===== config.mk =====
export PLATFORM = sky130hd
export DESIGN_NAME = buzzer_melody_sequencer
export DESIGN_NICKNAME = d
export VERILOG_FILES = /design/src/rtl/buzzer_melody_sequencer.sv
export SDC_FILE = /design/constraint.sdc
export NUM_CORES = 1
export LEC_CHECK = 0
export ABC_AREA = 1
export CORE_AREA = 2 2 101 103
export CTS_BUF_LIST = sky130_fd_sc_hd__clkbuf_8
export DETAILED_ROUTE_END_ITERATION = 6
export DIE_AREA = 0 0 103 105
export GPL_TIMING_DRIVEN = 0
export PLACE_DENSITY = 0.66
export SYNTH_ARGS = -nofsm -noshare
export SYNTH_HDL_FRONTEND = slang
export SYNTH_SLANG_ARGS = --single-unit

===== constraint.sdc =====
create_clock -name clk -period 3.1 [get_ports clk]
set_input_delay 0.31 -clock clk [delete_from_list [all_inputs] [get_ports clk]]
set_output_delay 0.31 -clock clk [all_outputs]
set_load 0.05 [all_outputs]

===== src/rtl/buzzer_melody_sequencer.sv =====
// buzzer_melody_sequencer: plays a fixed 8-note melody on a passive buzzer on each btn1 press
//
// Ports:
//   clk    in   system clock (27 MHz nominal)
//   rst_n  in   asynchronous active-low reset
//   btn1   in   push button, active low, asynchronous to clk
//   buzz   out  square wave to the buzzer pin, 0 when silent
//   busy   out  1 while a note or inter-note gap is in progress
//   led    out  active low: [2:0]=~note index, [3]=~PLAY, [4]=~GAP, [5]=synchronised btn1
module buzzer_melody_sequencer #(
    parameter int TICK_CYCLES = 27000,
    parameter int DEBOUNCE_MS = 10,
    parameter int GAP_MS      = 20,
    parameter int TONE_SHIFT  = 0,
    parameter bit LOOP        = 1'b0
) (
    input  logic       clk,
    input  logic       rst_n,
    input  logic       btn1,
    output logic       buzz,
    output logic       busy,
    output logic [5:0] led
);
    localparam int PW = $clog2(TICK_CYCLES + 1);
    localparam int DW = $clog2(DEBOUNCE_MS + 1);
    localparam logic [PW-1:0] PRE_MAX = PW'(TICK_CYCLES - 1);
    localparam logic [15:0] ROM_HALF [8] = '{16'd25813, 16'd22998, 16'd20486, 16'd19341,
                                             16'd17219, 16'd15341, 16'd13664, 16'd12894};

    typedef enum logic [1:0] {IDLE, PLAY, GAP} state_t;

    state_t        state;
    logic          sync1, sync2, deb, deb_q;
    logic [DW-1:0] deb_cnt;
    logic [PW-1:0] pre, note_pre;
    logic [9:0]    note_ticks, note_len;
    logic [15:0]   tone, half;
    logic [2:0]    idx;
    logic          play_n, gap_n;
    logic          tick, note_tick, note_end, tone_wrap, press_evt;

    assign tick      = pre == PRE_MAX;
    assign note_tick = note_pre == PRE_MAX;
    assign half      = ROM_HALF[idx] >> TONE_SHIFT;
    // one timer serves both the note and the gap, so its limit follows the state
    assign note_len  = state == PLAY ? (idx == 3'd7 ? 10'd400 : 10'd200) : 10'(GAP_MS);
    assign note_end  = note_tick && note_ticks == note_len - 10'd1;
    assign tone_wrap = tone == half - 16'd1;
    assign press_evt = deb_q & ~deb;
    assign led       = {sync2, gap_n, play_n, ~idx};

    always_ff @(posedge clk or negedge rst_n) begin
        if (!rst_n) begin
            sync1   <= 1'b1;
            sync2   <= 1'b1;
            deb     <= 1'b1;
            deb_q   <= 1'b1;
            deb_cnt <= '0;
            pre     <= '0;
        end else begin
            sync1 <= btn1;
            sync2 <= sync1;
            deb_q <= deb;
            pre   <= tick ? '0 : pre + PW'(1);
            // the level must disagree across DEBOUNCE_MS whole tick intervals, so the
            // flip happens on the tick after the count has reached DEBOUNCE_MS
            if (sync2 == deb)
                deb_cnt <= '0;
            else if (tick) begin
                if (deb_cnt == DW'(DEBOUNCE_MS)) begin
                    deb     <= sync2;
                    deb_cnt <= '0;
                end else
                    deb_cnt <= deb_cnt + DW'(1);
            end
        end
    end

    always_ff @(posedge clk or negedge rst_n) begin
        if (!rst_n) begin
            state      <= IDLE;
            idx        <= '0;
            tone       <= '0;
            buzz       <= 1'b0;
            busy       <= 1'b0;
            play_n     <= 1'b1;
            gap_n      <= 1'b1;
            note_pre   <= '0;
            note_ticks <= '0;
        end else begin
            // silence and a cleared tone counter unless PLAY keeps the wave running
            buzz       <= 1'b0;
            tone       <= '0;
            note_pre   <= note_tick ? '0 : note_pre + PW'(1);
            note_ticks <= note_ticks + (note_tick ? 10'd1 : 10'd0);
            if (press_evt && state != IDLE) begin
                state  <= IDLE;
                idx    <= '0;
                busy   <= 1'b0;
                play_n <= 1'b1;
                gap_n  <= 1'b1;
            end else begin
                case (state)
                    IDLE: begin
                        note_pre   <= '0;
                        note_ticks <= '0;
                        if (press_evt) begin
                            state  <= PLAY;
                            idx    <= '0;
                            busy   <= 1'b1;
                            play_n <= 1'b0;
                        end
                    end
                    PLAY: begin
                        if (note_end) begin
                            state      <= GAP;
                            note_pre   <= '0;
                            note_ticks <= '0;
                            play_n     <= 1'b1;
                            gap_n      <= 1'b0;
                        end else if (half != 16'd0) begin
                            tone <= tone_wrap ? '0 : tone + 16'd1;
                            buzz <= tone_wrap ? ~buzz : buzz;
                        end
                    end
                    GAP: begin
                        if (note_end) begin
                            note_pre   <= '0;
                            note_ticks <= '0;
                            gap_n      <= 1'b1;
                            if (idx == 3'd7 && !LOOP) begin
                                state <= IDLE;
                                idx   <= '0;
                                busy  <= 1'b0;
                            end else begin
                                // 3-bit index wraps 7 -> 0 for the looping case
                                state  <= PLAY;
                                idx    <= idx + 3'd1;
                                play_n <= 1'b0;
                            end
                        end
                    end
                    default: state <= IDLE;
                endcase
            end
        end
    end
endmodule


==> results.ini, run 1 <==
[detailed_routing]
viasPerCell = 4.98
ant_nets = 0
drc_errors = 0
top_layer_used = met4
wire_per_inst_um = 12.2
dr_wl_met3_um = 483
wl_met1_um = 4820
firstDrtPassIters = 4
wl_met2_um = 4480
routed_wl_um = 10000
drt_iter0_drc = 147
vias = 4093

[timing]
hold_viol = 0
final-setup-viol-count = 0
fmax_ghz = 0.353
rsz0062_at_grt = false
timing.final.crit_period_ps = 2830
finalMaxSlewViolations = 0
finClkSkew_ps = 10.9
period_share_pct = 91.4
worstMarginPinSlew_ps = 503
relSlewSlack_pct = 66.4
tns_ps = 0

[worst_setup_path]
crit_path_end_kind = flip-flop
critPathArrivalTime_ps = 3090
criticalPathCategory = flip-flop to flip-flop
cp_slowest_stage_delay_ps = 480
path_common_cell = nand2_1
path_cells = inv_2 > ha_1 > inv_1 > nor2_1 > ha_1 > nand2_1 > inv_1 > nand2_1 > nor2_2 > nand3_1 > nand2_1 > nand3_1 > nor2_1 > nand2_2 > nand3_4 > buf_12 > nor2_2
crit_required_ps = 3360
reg2reg_slack_ps = 270
worst_path_max_delay_cell = dfrtp_1
critPathMaxFanout = 12
startpoint_type = flip-flop

[clock_tree]
cts_max_level = 3
cts_tree = yes
clockBufferDepth = 2
root_buffer = clkbuf_8
numClockSinks = 73
clock_latency_ps = 370
clk_pin_slew_ps = 80
cts_buffers = 9

[logic_synthesis]
ys_types = 43
yosys_register_bits = 73
yosysTopAreaCellShare_pct = 35.2
synthCells = 661
yosysWarnings = 0
yosys.area.top_type = dfrtp_1
synth_nets = 685
synth_area_leaders = dfrtp_1, nand2_1, inv_1
syn-cell-area_um2 = 4770
syn_area_per_cell_um2 = 7.21
yosysSeqAreaShare_pct = 38.5

[floorplan]
fp.dieArea_um2 = 10800
initial_core_util_pct = 49.5
die_w_um = 103
num_rows = 36
pin_count = 11
floorplan.die.height_um = 105
core_area_um2 = 9640

[pwr]
leakage_nw = 2.45
p_per_area_nw_per_um2 = 326
ir_drop_mv = 0.325

[cells_and_area]
drive_gt1_share_pct = 10.6
n_fill_cell = 956
areaGrowthSynthToFinish_pct = 10.3
final_cells = 822
nets = 708
layout_commonest_cell = nand2_1
multi_input_area_um2 = 2470
mostFrequentLayoutCells = nand2_1, inv_1, nor2_1
ff_latch_area_um2 = 1840
diodes = 0

[place]
io_buffers = 10
numPlacedInstances = 805
post-dp-hpwl_um = 7480
gp_routability_congestion = 0.861

[worst_hold_path]
worstHoldPathType = input port to flip-flop

[global_routing]
grt_max_degree = 50
overflow = 0
grt_pass1_vias = 3924
track_usage_pct = 20.5
grt_pass1_wl_um = 17800
antenna_found_initial = 0

[status]
status = finished, final reports clean

[run]
drv_cap = 0

[sequential cells by signal (all words and copies together), names as in the netlist, 2 cells and up]
register / count
note_ticks: 10
pre: 15
note_pre: 15
idx: 3
state: 2
tone: 16
deb_cnt: 4
[Yosys cell counts, drive strengths merged]
cell type    n
buf         10
a311oi       1
ha          21
nand3       65
nor2       102
nand4       13
nand3b       2
or2          2
clkbuf       1
a31o         1
nor3        13
mux2         1
a22o         1
a211oi       1
a21oi       16
inv         99
o21bai       1
nor4         3
o21a         2
o31ai        4
and2         1
dfrtp       67
nand2      174
o21ai       29
xor2        13
xnor2        8
dfstp        6
a31oi        1
nor3b        3
[metal layers]
layer  GRT usage (%)  vias to the layer above
met5               0                        -
met4            6.39                        0
met3            5.42                       19
met2            30.8                       90
met1            28.7                     1845
li1                -                     2139
[path summary, 6_finish.rpt]
path,depth (start not counted),start,endpoint
worst min-delay path,1,btn1,sync1$_DFF_PN1_
max in group asynchronous,3,rst_n,deb_q$_DFF_PN1_
worst max register to register,17,idx[0]$_DFFE_PN0P_,tone[14]$_DFF_PN0_
worst min register to register,0,sync1$_DFF_PN1_,sync2$_DFF_PN1_
worst max-delay path,17,idx[0]$_DFFE_PN0P_,tone[14]$_DFF_PN0_
min in group asynchronous,2,rst_n,note_pre[11]$_DFF_PN0_
[cell type report]
type | instances | area share [%]
Clock buffer | 11 | 2.88
Multi-Input combinational cell | 478 | 46.9
Tap cell | 133 | 3.16
Clock inverter | 5 | 0.714
Timing Repair Buffer | 12 | 2.57
Buffer | 11 | 1.81
Sequential cell | 73 | 34.9
Inverter | 99 | 7.06
[timing repair]
| action | CTS | global route |
|---|---|---|
| endpoints found under the hold margin | 22 | 0 |
| buffers inserted | 0 | 0 |
| endpoints found under the setup margin | 0 | 12 |
| resized for setup | 0 | 1 |
| hold buffers | 1 | 0 |
[cells by family after synthesis]
logic type               count (synthesis)  share of synthesized area, %
buffers and inverters                  110                          9.79
adder cells (fa/ha/maj)                 21                          5.51
AND/OR/NAND/NOR                        378                          35.2
XOR/XNOR                                21                          3.86
AO/OA/AOI/OAI                           57                          6.90
flip-flops                              73                          38.5
multiplexers                             1                         0.236
[where the power goes]
part	internal, mW	switching, mW
registers	0.954	0.000812
logic	0.00896	0.0232
clock network	0.338	0.388
[metrics by stage]
step	power [mW]	setup slack (ps)	hold slack, ps	area [µm²]	utilization (%)
3_3_place_gp	1.00	-814	346	5030	52.2
3_5_place_dp	1.01	238	250	5060	52.5
5_1_grt	1.79	46.3	342	5260	54.6
6_report	1.71	267	354	5260	54.6
2_1_floorplan	0.979	616	14.4	4770	-
4_1_cts	1.75	195	335	5260	54.6
[critical path, delay by kind of cell (launching register included)]
| kind | cells | cell delay (ps) |
|---|---|---|
| flip-flops | 1 | 480 |
| adder cells (fa/ha/maj) | 2 | 740 |
| buffers and inverters | 4 | 490 |
| AND/OR/NAND/NOR | 11 | 1000 |
Note: power is estimated with default switching activity, not from simulation.
==> run 2: changes to the inputs <==
Settings changed: ABC_AREA 1 to not set, ABC_CLOCK_PERIOD_IN_PS set to 3100, CORE_AREA 2 2 101 103 to 2 2 95 97, DIE_AREA 0 0 103 105 to 0 0 97 99, HOLD_SLACK_MARGIN set to 0.02.
==> run 2 against run 1 <==
Against the previous run: sequential share of layout area up 2.6 points; power increased by 2.0%; synthesized area shrank 11%; combinational power is 2% lower; final area decreased by 6.8%; critical endpoint is now state[0]$_DFFE_PN0P_.
==> results.ini, run 2 <==
[status]
status = finished, final reports clean

[pwr]
comb_power_share_pct = 1.8  ; about the same
sw_frac_of_total_pct = 23.3  ; -0.78 points
ir_drop_mv = 0.233  ; -28%
p_per_area_nw_per_um2 = 357  ; +9.5%
p_int_mw = 1.34  ; +3.1%
leakage_nw = 2.03  ; -17%
clkPwrFrac_pct = 43.6  ; +1.2 points
seqPwrFrac_pct = 54.6  ; -1.1 points
total_power_mw = 1.75  ; +2.0%
p_sw_uw = 407  ; -1.3%

[logic_synthesis]
synthTopCellsByCount = dfrtp_1, nor2_1, nand2_1, xor2_1
yosys.cell_count.top_type = dfrtp_1
synth_edf_count = 0  ; unchanged
synthCells = 448  ; -32%
yosys_register_bits = 73  ; unchanged
yosys.area.top_type = dfrtp_1
synth_nets = 472  ; -31%
synth_area_leaders = dfrtp_1, xor2_1, ha_1
ys_types = 58  ; +35%
async_flop_share_pct = 100  ; unchanged
syn_area_per_cell_um2 = 9.44  ; +31%
ys.flop_type = dfrtp_1
syn-cell-area_um2 = 4230  ; -11%
yosysWarnings = 0  ; unchanged
yosysSeqAreaShare_pct = 43.4  ; +4.9 points
yosysTopAreaCellShare_pct = 39.7  ; +4.5 points

[detailed_routing]
firstDrtPassIters = 4  ; unchanged
vias = 3226  ; -21%
drt_iter0_drc = 74  ; -50%
viasPerCell = 5.38  ; +8.0%
drc_errors = 0  ; unchanged
ant_nets = 0  ; unchanged
wire_per_inst_um = 13.3  ; +9.4%
routed_wl_um = 8000  ; -20%

[place]
numPlacedInstances = 567  ; -30%
placed_area_um2 = 4510  ; -11%
dp_slack_ps = -170  ; -408 ps
gp_routability_congestion = 0.857  ; -0.52%
post-dp-hpwl_um = 5600  ; -25%
io_buffers = 10  ; unchanged

[timing]
final-setup-viol-count = 0  ; unchanged
period_share_pct = 95.4  ; +4.0 points
worst_slack_ps = 144  ; -123 ps
relSlewSlack_pct = 49.2  ; -17 points
tns_ps = 0  ; unchanged
fmax_ghz = 0.338  ; -4.1%
hold_viol = 0  ; unchanged
timing.final.crit_period_ps = 2960  ; +123 ps
worst_hold_slack_ps = 359  ; +4.89 ps
worstMarginPinSlew_ps = 756  ; +253 ps
finalMaxSlewViolations = 0  ; unchanged
finClkSkew_ps = 11.9  ; +0.981 ps

[clock_tree]
cts_buffers = 9  ; unchanged
clock_latency_ps = 350  ; -20 ps
cts_tree = yes
cts_max_level = 3  ; unchanged
clk_pin_slew_ps = 90  ; about the same
root_buffer = clkbuf_8
clockBufferDepth = 2  ; unchanged
numClockSinks = 73  ; unchanged

[cells_and_area]
nets = 511  ; -28%
n_fill_cell = 756  ; -21%
multi_input_area_um2 = 2290  ; -7.3%
regMostFlops = tone
layout_commonest_cell = dfrtp_1
ff_latch_area_um2 = 1840  ; unchanged
utilization_pct = 57.3  ; +2.7 points
final_area_um2 = 4900  ; -6.8%
areaGrowthSynthToFinish_pct = 15.9
largest_reg_flops = 16  ; unchanged
drive_gt1_share_pct = 14.6  ; +4.0 points
diodes = 0  ; unchanged
final_cells = 600  ; -27%
mostFrequentLayoutCells = dfrtp_1, nor2_1, nand2_1
largest_registers = tone (16), note_pre (15), pre (15)

[worst_hold_path]
worstHoldPathType = flip-flop to flip-flop

[worst_setup_path]
crit_path_end_kind = flip-flop
crit_required_ps = 3340  ; -20 ps
startpoint_type = flip-flop
critPathMaxFanout = 5  ; -7
critPathArrivalTime_ps = 3200  ; +110 ps
criticalPathCategory = flip-flop to flip-flop

[floorplan]
pin_count = 11  ; unchanged
die_w_um = 97  ; -5.8%
fp.dieArea_um2 = 9600  ; -11%
initial_core_util_pct = 49.4  ; about the same
num_rows = 34  ; -5.6%
floorplan.die.height_um = 99  ; -5.7%
core_area_um2 = 8550  ; -11%

[global_routing]
track_usage_pct = 17.6  ; -2.9 points
antenna_found_initial = 0  ; unchanged
grt_max_degree = 54  ; +8.0%
grt_pass1_wl_um = 14000  ; -21%
overflow = 0  ; unchanged
grt_pass1_vias = 3053  ; -22%

[run]
drv_cap = 0  ; unchanged

-- run 2: changes by cell type in the layout (fill, tap and decap cells not counted), sizes merged, moves of 15 or more --
cell	previous run	this run
nor3	13	28
o21ai	29	7
nand3	65	27
inv	101	14
xnor2	8	28
nand2	174	34
xor2	13	32
buf	12	30
nor2	102	60
-- run 2: cell type report --
| type | instances | area share (%) |
|---|---|---|
| Clock inverter | 7 | 1.58 |
| Buffer | 21 | 2.58 |
| Sequential cell | 73 | 37.5 |
| Inverter | 14 | 1.23 |
| Timing Repair Buffer | 28 | 5.21 |
| Multi-Input combinational cell | 340 | 46.7 |
| Tap cell | 108 | 2.76 |
| Clock buffer | 9 | 2.53 |
-- run 2: logic make-up after synthesis --
| logic type | count (synthesis) | share of synthesized area, % |
|---|---|---|
| AO/OA/AOI/OAI | 46 | 7.55 |
| XOR/XNOR | 60 | 12.4 |
| adder cells (fa/ha/maj) | 22 | 6.48 |
| buffers and inverters | 35 | 3.73 |
| flip-flops | 73 | 43.4 |
| multiplexers | 9 | 2.31 |
| AND/OR/NAND/NOR | 203 | 24.1 |
-- run 2: repair_timing --
| item | in CTS | in global routing |
|---|---|---|
| endpoints found under the hold margin | 20 | 0 |
| setup endpoints to repair | 10 | 17 |
| hold buffers | 1 | 0 |
| pin swaps | 0 | 4 |
| gates resized for setup | 3 | 13 |
| setup buffers | 1 | 15 |
-- run 2: worst paths after layout --
path	end	depth (start not counted)	slack, ps	start
max in group asynchronous	deb_q$_DFF_PN1_	3	2110	rst_n
min reg2reg	sync2$_DFF_PN1_	0	360	sync1$_DFF_PN1_
min in group asynchronous	pre[0]$_DFF_PN0_	2	390	rst_n
min	sync2$_DFF_PN1_	0	360	sync1$_DFF_PN1_
max reg2reg	state[0]$_DFFE_PN0P_	10	140	idx[0]$_DFFE_PN0P_
max	state[0]$_DFFE_PN0P_	10	140	idx[0]$_DFFE_PN0P_
-- run 2: layer usage --
metal / part of all wire (%) / track usage, % / routed length [µm]
met1: 50 / 24.4 / 3990
met2: 46 / 28.0 / 3690
met3: 2.2 / 2.62 / 174
met4: 1.8 / 6.72 / 142
met5: 0 / 0 / 0
-- run 2: critical path, cell delays in order (launching register included) --
cell and delay (ps):
dfrtp_2 440, buf_4 150, buf_4 130, ha_1 240, ha_1 250, nand2b_1 150, a211oi_1 360, o2111ai_2 290
o21a_1 210, maj3_2 340, mux2_4 300
-- run 2: power groups by stage --
stage               clock, mW  combinational (mW)  sequential [mW]
finish                  0.762              0.0315            0.955
detailed placement          0              0.0324            0.973
global placement            0              0.0273            0.974
global route            0.831              0.0364            0.955
CTS                     0.788              0.0332            0.955
floorplan                   0             0.00442            0.974
